<file path="src/rtl/hidden_layer_collector_pkg.sv">
// Shared constants and FSM encoding for the hidden-layer collector.
// Widths default to the activation ROM and inter-layer stream widths.
package hidden_layer_collector_pkg;

  localparam int DATA_WIDTH   = 16;
  localparam int ROM_BITWIDTH = 16;

  localparam logic ST_COLLECT = 1'b0;
  localparam logic ST_DRAIN   = 1'b1;

  typedef enum logic {
    COLLECT = ST_COLLECT,
    DRAIN   = ST_DRAIN
  } state_t;

endpackage

</file>
<file path="src/rtl/hidden_layer_collector.sv">
// Gathers one activation per hidden neuron, then replays the vector
// as a serial valid/ready stream in neuron order.
module hidden_layer_collector
  import hidden_layer_collector_pkg::*;
#(
  parameter int numNeurons = 64,
  parameter int outWidth   = ROM_BITWIDTH,
  parameter int dataWidth  = DATA_WIDTH,
  parameter int idxWidth   = $clog2(numNeurons)
) (
  input  logic                           clk,
  input  logic                           rst,
  input  logic [numNeurons*outWidth-1:0] neuron_out,
  input  logic [numNeurons-1:0]          neuron_valid,
  input  logic                           out_ready,
  input  logic                           clear_err,
  output logic [dataWidth-1:0]           out_data,
  output logic                           out_valid,
  output logic                           out_last,
  output logic [idxWidth-1:0]            out_idx,
  output logic                           busy,
  output logic                           overflow
);

  localparam logic [idxWidth-1:0] LAST_IDX =
    idxWidth'(numNeurons - 1);

  state_t                  state_q, state_d;
  logic [numNeurons-1:0]   got_q, got_d, cap;
  logic [idxWidth-1:0]     idx_q, idx_d;
  logic                    ovf_q, ovf_d, ovf_set;
  logic                    drain, at_last;
  logic [outWidth-1:0]     slot_q [numNeurons];

  assign drain   = (state_q == DRAIN);
  assign at_last = (idx_q == LAST_IDX);
  assign cap     = drain ? '0 : (neuron_valid & ~got_q);

  always_comb begin
    state_d = state_q;
    got_d   = got_q;
    idx_d   = idx_q;
    ovf_set = 1'b0;
    unique case (state_q)
      COLLECT: begin
        got_d   = got_q | neuron_valid;
        ovf_set = |(neuron_valid & got_q);
        if (&got_d) state_d = DRAIN;
      end
      DRAIN: begin
        ovf_set = |neuron_valid;
        if (out_ready) begin
          if (at_last) begin
            state_d = COLLECT;
            got_d   = '0;
            idx_d   = '0;
          end else begin
            idx_d = idx_q + idxWidth'(1);
          end
        end
      end
      default: state_d = COLLECT;
    endcase
    // a new error in the same cycle beats the clear
    ovf_d = ovf_set | (ovf_q & ~clear_err);
  end

  always_ff @(posedge clk or negedge rst) begin
    if (!rst) begin
      state_q <= COLLECT;
      got_q   <= '0;
      idx_q   <= '0;
      ovf_q   <= 1'b0;
    end else begin
      state_q <= state_d;
      got_q   <= got_d;
      idx_q   <= idx_d;
      ovf_q   <= ovf_d;
    end
  end

  always_ff @(posedge clk) begin
    for (int i = 0; i < numNeurons; i++) begin
      if (cap[i]) slot_q[i] <= neuron_out[i*outWidth +: outWidth];
    end
  end

  always_comb begin
    out_data = '0;
    if (drain) out_data[outWidth-1:0] = slot_q[idx_q];
    out_valid = drain;
    out_last  = drain & at_last;
    out_idx   = idx_q;
    busy      = drain;
    overflow  = ovf_q;
  end

endmodule

</file>
<file path="config.mk">
export PLATFORM = sky130hd
export DESIGN_NAME = hidden_layer_collector
export DESIGN_NICKNAME = d
export VERILOG_FILES = /design/src/rtl/hidden_layer_collector_pkg.sv /design/src/rtl/hidden_layer_collector.sv
export SDC_FILE = /design/constraint.sdc
export NUM_CORES = 1
export LEC_CHECK = 0
export ABC_AREA = 1
export CORE_AREA = 5 5 433 435
export DETAILED_ROUTE_END_ITERATION = 7
export DIE_AREA = 0 0 438 440
export DONT_BUFFER_PORTS = 1
export PLACE_DENSITY_LB_ADDON = 0.12
export RECOVER_POWER = 100
export SLEW_MARGIN = 20
export SYNTH_ARGS = -nofsm -noshare
export SYNTH_HDL_FRONTEND = slang
export SYNTH_SLANG_ARGS = --single-unit
</file>
<file path="constraint.sdc">
create_clock -name clk -period 4.5 [get_ports clk]
set_input_delay 0.675 -clock clk [delete_from_list [all_inputs] [get_ports clk]]
set_output_delay 0.675 -clock clk [all_outputs]
set_load 0.01 [all_outputs]
</file>
==> results of run 1 <==
==> synthesized netlist by cell type <==
master	number	area, µm²
sky130_fd_sc_hd__a21oi_1	26	130
sky130_fd_sc_hd__nor4_4	1	21.3
sky130_fd_sc_hd__nand4_1	19	119
sky130_fd_sc_hd__dfrtp_1	72	1800
sky130_fd_sc_hd__xor2_1	2	17.5
sky130_fd_sc_hd__nand2_1	1625	6100
sky130_fd_sc_hd__nand3b_1	1	7.51
sky130_fd_sc_hd__buf_6	28	315
sky130_fd_sc_hd__inv_2	3	11.3
sky130_fd_sc_hd__nor2_1	404	1520
sky130_fd_sc_hd__buf_12	1	20.0
sky130_fd_sc_hd__clkinv_1	4	15.0
sky130_fd_sc_hd__nand2_2	1	6.26
sky130_fd_sc_hd__buf_4	21	158
sky130_fd_sc_hd__o21ai_0	163	816
sky130_fd_sc_hd__nand3_1	432	2160
sky130_fd_sc_hd__and3_1	1	6.26
sky130_fd_sc_hd__o221ai_1	4	35.0
sky130_fd_sc_hd__a22o_1	3	26.3
sky130_fd_sc_hd__o211ai_1	2	15.0
sky130_fd_sc_hd__nor4_1	4	25.0
sky130_fd_sc_hd__o22ai_1	8	50.1
sky130_fd_sc_hd__nor3_1	75	375
sky130_fd_sc_hd__edfxtp_1	1024	30700
sky130_fd_sc_hd__o21ai_1	18	90.1
sky130_fd_sc_hd__inv_1	497	1870
sky130_fd_sc_hd__clkbuf_1	72	270
sky130_fd_sc_hd__or2_2	5	31.3
sky130_fd_sc_hd__buf_2	89	445
sky130_fd_sc_hd__buf_8	1	15.0
sky130_fd_sc_hd__ha_1	1	12.5
sky130_fd_sc_hd__buf_1	20	75.1
sky130_fd_sc_hd__o22a_1	3	26.3
sky130_fd_sc_hd__a22oi_1	11	82.6
==> logic make-up (layout without fill, tap and decap cells) <==
| kind of cell | after synthesis | count (layout) |
|---|---|---|
| simple gates | 2568 | 2568 |
| flops | 1096 | 1096 |
| buf+inv | 736 | 1948 |
| compound gates | 238 | 238 |
| xor+xnor | 2 | 2 |
| fa+ha+maj | 1 | 1 |
| other cells | 0 | 65 |
==> report_power, final <==
group	internal [mW]	switching, mW
Combinational	4.21	10.8
Clock	6.16	4.67
Sequential	11.9	0.467
Total	22.3	15.9
==> critical path: stages (launching register included) <==
cell                      delay, ns
sky130_fd_sc_hd__dfrtp_4       0.59
sky130_fd_sc_hd__inv_16        0.24
sky130_fd_sc_hd__buf_16        0.26
sky130_fd_sc_hd__buf_4         0.29
sky130_fd_sc_hd__o21ai_1       0.21
sky130_fd_sc_hd__nand3_1       0.18
sky130_fd_sc_hd__nand3_1       0.11
sky130_fd_sc_hd__nand2_1       0.17
sky130_fd_sc_hd__nand3_1       0.15
sky130_fd_sc_hd__a21oi_4       0.27
sky130_fd_sc_hd__buf_4         0.19
sky130_fd_sc_hd__buf_4         0.13
==> sequential cells by signal (all words and copies together) (netlist names) <==
| register | cells |
|---|---|
| got_q | 64 |
| busy | 1 |
| out_idx | 6 |
| slot_q | 1024 |
| overflow | 1 |
==> metrics by stage <==
step | hold slack (ns) | total power [mW]
floorplan | 0.379 | 19.9
global placement | 0.383 | 26.4
detailed placement | 0.382 | 26.4
CTS | 0.0606 | 38.8
global route | 0.127 | 40.3
finish | 0.149 | 38.2
==> metal layers <==
layer / track usage (%) / part of all wire (%)
met5: 0 / 0.030
met4: 6.55 / 2.6
met3: 5.09 / 6.3
met2: 43.6 / 50
met1: 31.2 / 41
==> area by class of cell <==
type | count | area [µm²] | share of cell area (%)
Clock inverter | 78 | 706 | 1.08
Timing Repair Buffer | 1196 | 11700 | 17.8
Antenna cell | 65 | 163 | 0.249
Multi-Input combinational cell | 2809 | 11700 | 17.9
Clock buffer | 167 | 3580 | 5.48
Tap cell | 2385 | 2980 | 4.57
Inverter | 504 | 1930 | 2.96
Sequential cell | 1096 | 32600 | 49.8
Timing Repair inverter | 3 | 26.3 | 0.0402
==> worst max path at each step <==
| stage | cells past startpoint | endpoint | startpoint |
|---|---|---|---|
| 2_1_floorplan | 4 | slot_q[30][0] | busy |
| 3_3_place_gp | 11 | out_data[0] | out_idx[0] |
| 3_5_place_dp | 11 | out_data[0] | out_idx[0] |
| 4_1_cts | 12 | out_data[13] | out_idx[0] |
| 5_1_grt | 14 | out_data[2] | out_idx[0] |
| 6_report | 11 | out_data[0] | out_idx[0] |
==> timing repair <==
action / 4_1_cts / 5_1_grt
pin swaps: 0 / 0
setup buffers: 10 / 0
gates cloned: 7 / 1
endpoints found under the setup margin: 12 / 9
endpoints found under the hold margin: 1097 / 0
gates resized for setup: 20 / 7
hold buffers: 1027 / 0
==> impl_metrics.sql, run 1 <==
INSERT INTO impl_metrics (metric_group, metric, value, unit) VALUES
('worst_setup_path', 'worstSetupStartpointType', 'register', ''),
('cells_and_area', 'layout-area-overhead-vs-synth', '37.8', '%'),
('sta', 'fin_skew', '0.0421', 'ns'),
('global_route', 'global_route_wire_length_before_repair', '329', 'mm'),
('clocking', 'tritoncts', 'built', ''),
('worst_setup_path', 'critPathMaxFanout', '38', ''),
('synthesis', 'synthesis.nets', '5734', ''),
('worst_hold_path', 'hold_path_end', 'got_q[29]', ''),
('cells_and_area', 'fillCellCount', '18500', ''),
('cells_and_area', 'most-common-layout-cells', 'sky130_fd_sc_hd__nand2_1 (1624), sky130_fd_sc_hd__dlygate4sd3_1 (1026), sky130_fd_sc_hd__edfxtp_1 (1024)', ''),
('worst_setup_path', 'timing.critical_path.to_type', 'primary output', ''),
('clocking', 'numCtsBuffers', '136', ''),
('power', 'power_per_cell_area', '584', 'nW/µm²'),
('sta', 'slew_viol_final', '825', ''),
('placement', 'gp_routability_congestion', '0.849', ''),
('global_route', 'grt_util_all_layers', '24.9', '%'),
('die', 'core_outline_area', '183000', 'µm²'),
('worst_setup_path', 'worst-r2r-setup-slack', '0.71', 'ns'),
('drt', 'drcViolationCount', '0', ''),
('die', 'die_w', '438', 'µm'),
('drt', 'finalWirelength', '250', 'mm'),
('sta', 'period_minus_slack', '4.33', 'ns'),
('sta', 'layout_worst_path_cycle_share', '96.3', '%'),
('drt', 'post_drt_via_cell_ratio', '4.63', ''),
('synthesis', 'synth-adder-area-share', '0.0264', '%'),
('drt', 'initialDrtViolationCount', '3340', ''),
('die', 'pin_count', '1118', ''),
('die', 'die_area', '193000', 'µm²'),
('drt', 'dr_total_vias', '38500', ''),
('worst_setup_path', 'rr_endpoint', 'slot_q[32][9]', ''),
('synthesis', 'yosys.area_share.xor_xnor', '0.0369', '%'),
('die', 'initial_cell_density_of_the_core', '26.0', '%'),
('sta', 'post_route_setup_tns', '0', 'ns'),
('synthesis', 'syn-cell-area', '47400', 'µm²'),
('cells_and_area', 'final-instance-count-excl-fill', '8303', ''),
('run', 'number_of_max_capacitance_violations_reported', '47', ''),
('clocking', 'cts-root-buf', 'sky130_fd_sc_hd__clkbuf_16', ''),
('placement', 'numPortBuffers', '0', ''),
('synthesis', 'postSynthCellCount', '4641', ''),
('clocking', 'clock_sinks', '1096', ''),
('worst_setup_path', 'cp_data_arrival_time', '3.66', 'ns'),
('drt', 'drt_pass1_iterations', '8', ''),
('worst_hold_path', 'hold_path.startpoint', 'neuron_valid[29]', ''),
('sta', 'hold_viol_final', '0', ''),
('sta', 'worst_tran_pin_value', '2.20', 'ns'),
('sta', 'clock.fmax', '231', 'MHz'),
('synthesis', 'synth_seq_cells', '1096', ''),
('worst_hold_path', 'min_path_type', 'input pin to register', ''),
('drt', 'detail-route-antenna-nets', '0', ''),
('clocking', 'clock_path_buffers', '3', ''),
('power', 'leakagePower', '25.8', 'nW'),
('sta', 'timing.max_slew.rel_slack', '-48.0', '%'),
('drt', 'route.detailed.wl_per_inst', '30.1', 'µm'),
('status', 'failed_checks', 'capacitance limit, slew limit', ''),
('global_route', 'globalRouteOverflowTotal', '0', ''),
('sta', 'unrepaired_setup_endpoints_after_global_routing', 'true', ''),
('placement', 'detailedPlace.worstSlack', '0.345', 'ns'),
('synthesis', 'post_synthesis_share_of_cell_area_spent_on_and_or_nand_and_nor_gates', '21.9', '%'),
('sta', 'setup_viol', '0', ''),
('status', 'outcome', 'finished, violations left', ''),
('die', 'die_h', '440', 'µm'),
('global_route', 'antenna_violations_before_repair', '67', ''),
('cells_and_area', 'layout.core_utilization', '35.8', '%'),
('worst_setup_path', 'critPathKind', 'register to primary output', ''),
('global_route', 'grt_start_max_net_pins', '93', ''),
('synthesis', 'synth-seq-area-share', '68.7', '%'),
('worst_hold_path', 'min_path_cells', '4', ''),
('synthesis', 'share_of_cell_area_taken_by_muxes_after_synthesis', '0', '%'),
('die', 'rows', '157', ''),
('global_route', 'first_global_vias', '39400', ''),
('clocking', 'cts.reportedPaths.clkPinSlew', '0.06', 'ns');
No activity file was read; power rests on OpenSTA's default activity.
==> run 2: changes to the inputs <==
--- a/config.mk
+++ b/config.mk
@@ -10,6 +10,7 @@
 export DETAILED_ROUTE_END_ITERATION = 7
 export DIE_AREA = 0 0 438 440
 export DONT_BUFFER_PORTS = 1
+export HOLD_SLACK_MARGIN = 0.12
 export PLACE_DENSITY_LB_ADDON = 0.12
 export RECOVER_POWER = 100
 export SLEW_MARGIN = 20
==> constraint.sdc (replaced) <==
create_clock -name clk -period 3.48 [get_ports clk]
set_input_delay 0.522 -clock clk [delete_from_list [all_inputs] [get_ports clk]]
set_output_delay 0.522 -clock clk [all_outputs]
set_load 0.01 [all_outputs]
==> run 2 against run 1 <==
Effect of this change:
- the flow finishes with violations (capacitance limit, slew limit, setup timing)
- combinational power grew 73%
- design area up 8.1%
- clock skew fell by 0.0052 ns
- hold slack gained 0.060 ns
- clock power up 37%
- clock-buffer cell count is 5 higher
- register-to-register slack worse by 0.36 ns
- routed wire length rose by 5.4%
- core utilization rose by 2.9 points
- sequential cell count unchanged
- final cell count grew 2.9%
- first-iteration DRC count grew 9.4%
- critical endpoint is now out_data[6]
- largest cell class unchanged
- largest power group unchanged
==> impl_metrics.sql, run 2 (same netlist as run 1, synthesis figures left out) <==
INSERT INTO impl_metrics (metric_group, metric, value, unit) VALUES
('cells_and_area', 'layout_commonest_cell', 'sky130_fd_sc_hd__nand2_1', ''),
('clocking', 'cts.htree.levels', '4', ''),
('global_route', 'grt_util_all_layers', '25.5', '%'),
('die', 'pin_count', '1118', ''),
('clocking', 'cts-root-buf', 'sky130_fd_sc_hd__clkbuf_16', ''),
('status', 'failed_checks', 'capacitance limit, slew limit, setup timing', ''),
('power', 'power.share.switching', '41.3', '%'),
('worst_setup_path', 'worstPathCellList', 'buf_16, buf_16, buf_12, nand2_1, nand3_1, a21oi_1, nor2_4, nand2_2, nand2_1, nor2_4, nor2_2, nor2_4, buf_4', ''),
('worst_hold_path', 'min_path_type', 'input pin to register', ''),
('die', 'initial_cell_density_of_the_core', '26.0', '%'),
('clocking', 'cts.reportedPaths.clkPinSlew', '0.06', 'ns'),
('global_route', 'globalRouteOverflowTotal', '0', ''),
('drt', 'finalWirelength', '263', 'mm'),
('global_route', 'first_global_vias', '40500', ''),
('worst_setup_path', 'crit_start', 'out_idx[0]', ''),
('sta', 'worst_tran_pin_value', '2.24', 'ns'),
('cells_and_area', 'most-common-layout-cells', 'sky130_fd_sc_hd__nand2_1 (1505), sky130_fd_sc_hd__dlygate4sd3_1 (1091), sky130_fd_sc_hd__edfxtp_1 (1024)', ''),
('worst_setup_path', 'critical-path-max-stage-delay', '0.59', 'ns'),
('clocking', 'clock_sinks', '1096', ''),
('worst_setup_path', 'rr_startpoint', 'busy', ''),
('worst_setup_path', 'worst-path-stages', '13', ''),
('sta', 'period_minus_slack', '3.84', 'ns'),
('clocking', 'insertion_delay', '0.81', 'ns'),
('placement', 'numPortBuffers', '0', ''),
('sta', 'layout_worst_path_cycle_share', '110', '%'),
('sta', 'fin_hold_ws', '0.209', 'ns'),
('clocking', 'numCtsBuffers', '138', ''),
('worst_setup_path', 'timing.critical_path.to_type', 'primary output', ''),
('sta', 'fin_skew', '0.0369', 'ns'),
('cells_and_area', 'largest_register_ffs', '1024', ''),
('global_route', 'antenna_violations_before_repair', '69', ''),
('sta', 'hold_viol_final', '0', ''),
('worst_setup_path', 'critPathCapture', 'out_data[6]', ''),
('sta', 'timing.max_slew.rel_slack', '-49.5', '%'),
('drt', 'drt_pass1_iterations', '6', ''),
('cells_and_area', 'largest_register', 'slot_q', ''),
('worst_setup_path', 'worst-r2r-setup-slack', '0.35', 'ns'),
('die', 'die_area', '193000', 'µm²'),
('sta', 'unrepaired_setup_endpoints_after_global_routing', 'true', ''),
('cells_and_area', 'drive_gt1_share', '14.0', '%'),
('worst_setup_path', 'family_of_cells_with_the_greatest_summed_delay_on_the_critical_path', 'simple AND/OR/NAND/NOR gates', ''),
('cells_and_area', 'fillCellCount', '18100', ''),
('sta', 'clock.fmax', '260', 'MHz'),
('power', 'total_power', '56.6', 'mW'),
('worst_setup_path', 'critPathMaxFanout', '9', ''),
('drt', 'drcViolationCount', '0', ''),
('drt', 'detail-route-antenna-nets', '0', ''),
('drt', 'initialDrtViolationCount', '3654', ''),
('placement', 'placed_cell_area', '51600', 'µm²'),
('drt', 'route.detailed.wl_per_inst', '30.8', 'µm'),
('worst_setup_path', 'critPathKind', 'register to primary output', ''),
('power', 'leakagePower', '28.1', 'nW'),
('status', 'outcome', 'finished, violations left', ''),
('placement', 'detailedPlacementHpwl', '186', 'mm'),
('worst_setup_path', 'ff2ff_path_depth', '3', ''),
('global_route', 'global_route_wire_length_before_repair', '337', 'mm'),
('die', 'core_outline_area', '183000', 'µm²'),
('power', 'power_per_cell_area', '802', 'nW/µm²'),
('run', 'number_of_max_capacitance_violations_reported', '9', ''),
('worst_setup_path', 'critPathRequiredTime', '2.96', 'ns'),
('worst_setup_path', 'rr_endpoint', 'slot_q[18][1]', ''),
('placement', 'gp_routability_congestion', '0.874', ''),
('die', 'rows', '157', ''),
('cells_and_area', 'layout.core_utilization', '38.7', '%'),
('sta', 'post_route_setup_tns', '-4.24', 'ns'),
('sta', 'worst_slack', '-0.364', 'ns'),
('power', 'total_switching_power', '23.4', 'mW'),
('drt', 'post_drt_via_cell_ratio', '4.73', ''),
('clocking', 'clock_path_buffers', '3', ''),
('global_route', 'grt_start_max_net_pins', '73', ''),
('power', 'vdd_drop_max', '0.538', 'mV'),
('power', 'internal_power', '33.2', 'mW'),
('worst_setup_path', 'timing.critical_path.buf_inv', '4', ''),
('clocking', 'tritoncts', 'built', ''),
('die', 'die_h', '440', 'µm'),
('die', 'die_w', '438', 'µm'),
('worst_setup_path', 'worst_path_most_repeated_cell', 'sky130_fd_sc_hd__nor2_4', ''),
('cells_and_area', 'layout-area-overhead-vs-synth', '49.0', '%'),
('worst_setup_path', 'worstSetupStartpointType', 'register', ''),
('drt', 'dr_total_vias', '40400', ''),
('power', 'pwr-share-comb', '45.8', '%'),
('power', 'power.clock.fraction', '26.1', '%'),
('cells_and_area', 'final_net_count', '7066', ''),
('power', 'fraction_of_power_consumed_by_sequential_logic', '28.2', '%'),
('worst_setup_path', 'cp_slowest_cell', 'sky130_fd_sc_hd__dfrtp_4', ''),
('sta', 'setup_viol', '16', ''),
('cells_and_area', 'finish.instance_area', '70600', 'µm²'),
('sta', 'slew_viol_final', '209', ''),
('worst_setup_path', 'cp_data_arrival_time', '3.32', 'ns');
-- run 2: layout make-up --
| class | count | area (µm²) | area share, % |
|---|---|---|---|
| clock buffer | 172 | 3690 | 5.22 |
| sequential | 1096 | 32600 | 46.1 |
| timing repair buffer | 1423 | 15100 | 21.4 |
| timing repair inverter | 1 | 8.76 | 0.0124 |
| multi-input combinational | 2809 | 13300 | 18.8 |
| clock inverter | 76 | 866 | 1.23 |
| antenna | 74 | 185 | 0.262 |
| tap | 2385 | 2980 | 4.23 |
| inverter | 504 | 1940 | 2.75 |
-- run 2: power by group through the flow --
stage          Clock, mW  Combinational, mW  Sequential [mW]
3_5_place_dp           0               19.1             16.2
2_1_floorplan          0               9.82             15.9
4_1_cts             15.1               22.9             16.0
6_report            14.8               25.9             15.9
5_1_grt             15.6               27.6             16.0
3_3_place_gp           0               19.1             16.2
-- run 2: worst min-delay path, stage by stage --
cell                      delay [ns]
sky130_fd_sc_hd__nor2_1         0.09
sky130_fd_sc_hd__nor3_1         0.09
sky130_fd_sc_hd__nand4_1        0.08
sky130_fd_sc_hd__nor2_1         0.04
sky130_fd_sc_hd__nand3_1        0.07
sky130_fd_sc_hd__nand2_1        0.05
-- run 2: per-layer routing --
layer	track usage, %	vias to the layer above	part of all wire [%]
li1	-	18000	-
met1	32.6	20100	41
met2	43.9	1853	49
met3	4.89	388	6.4
met4	7.56	6	3.0
met5	0	-	0.013
-- run 2: timing repair --
action / 4_1_cts / 5_1_grt
hold endpoints to repair: 1167 / 0
pin swaps: 8 / 104
gates resized for setup: 232 / 301
hold buffers: 1092 / 0
buffers inserted: 21 / 47
setup endpoints to repair: 16 / 17
gates cloned: 14 / 34
-- run 2: worst min path at each step --
stage,startpoint,endpoint,depth (start not counted)
2_1_floorplan,rst,busy,0
3_3_place_gp,rst,overflow,0
3_5_place_dp,rst,overflow,0
4_1_cts,neuron_valid[55],busy,6
5_1_grt,neuron_valid[55],busy,6
6_report,neuron_valid[22],busy,6
-- run 2: metrics by stage --
step           std cells  setup slack [ns]
2_1_floorplan       4641             0.859
3_3_place_gp        7014            -0.331
3_5_place_dp        7014            -0.337
4_1_cts             8389            -0.514
5_1_grt             8510            -0.495
6_report            8540            -0.364
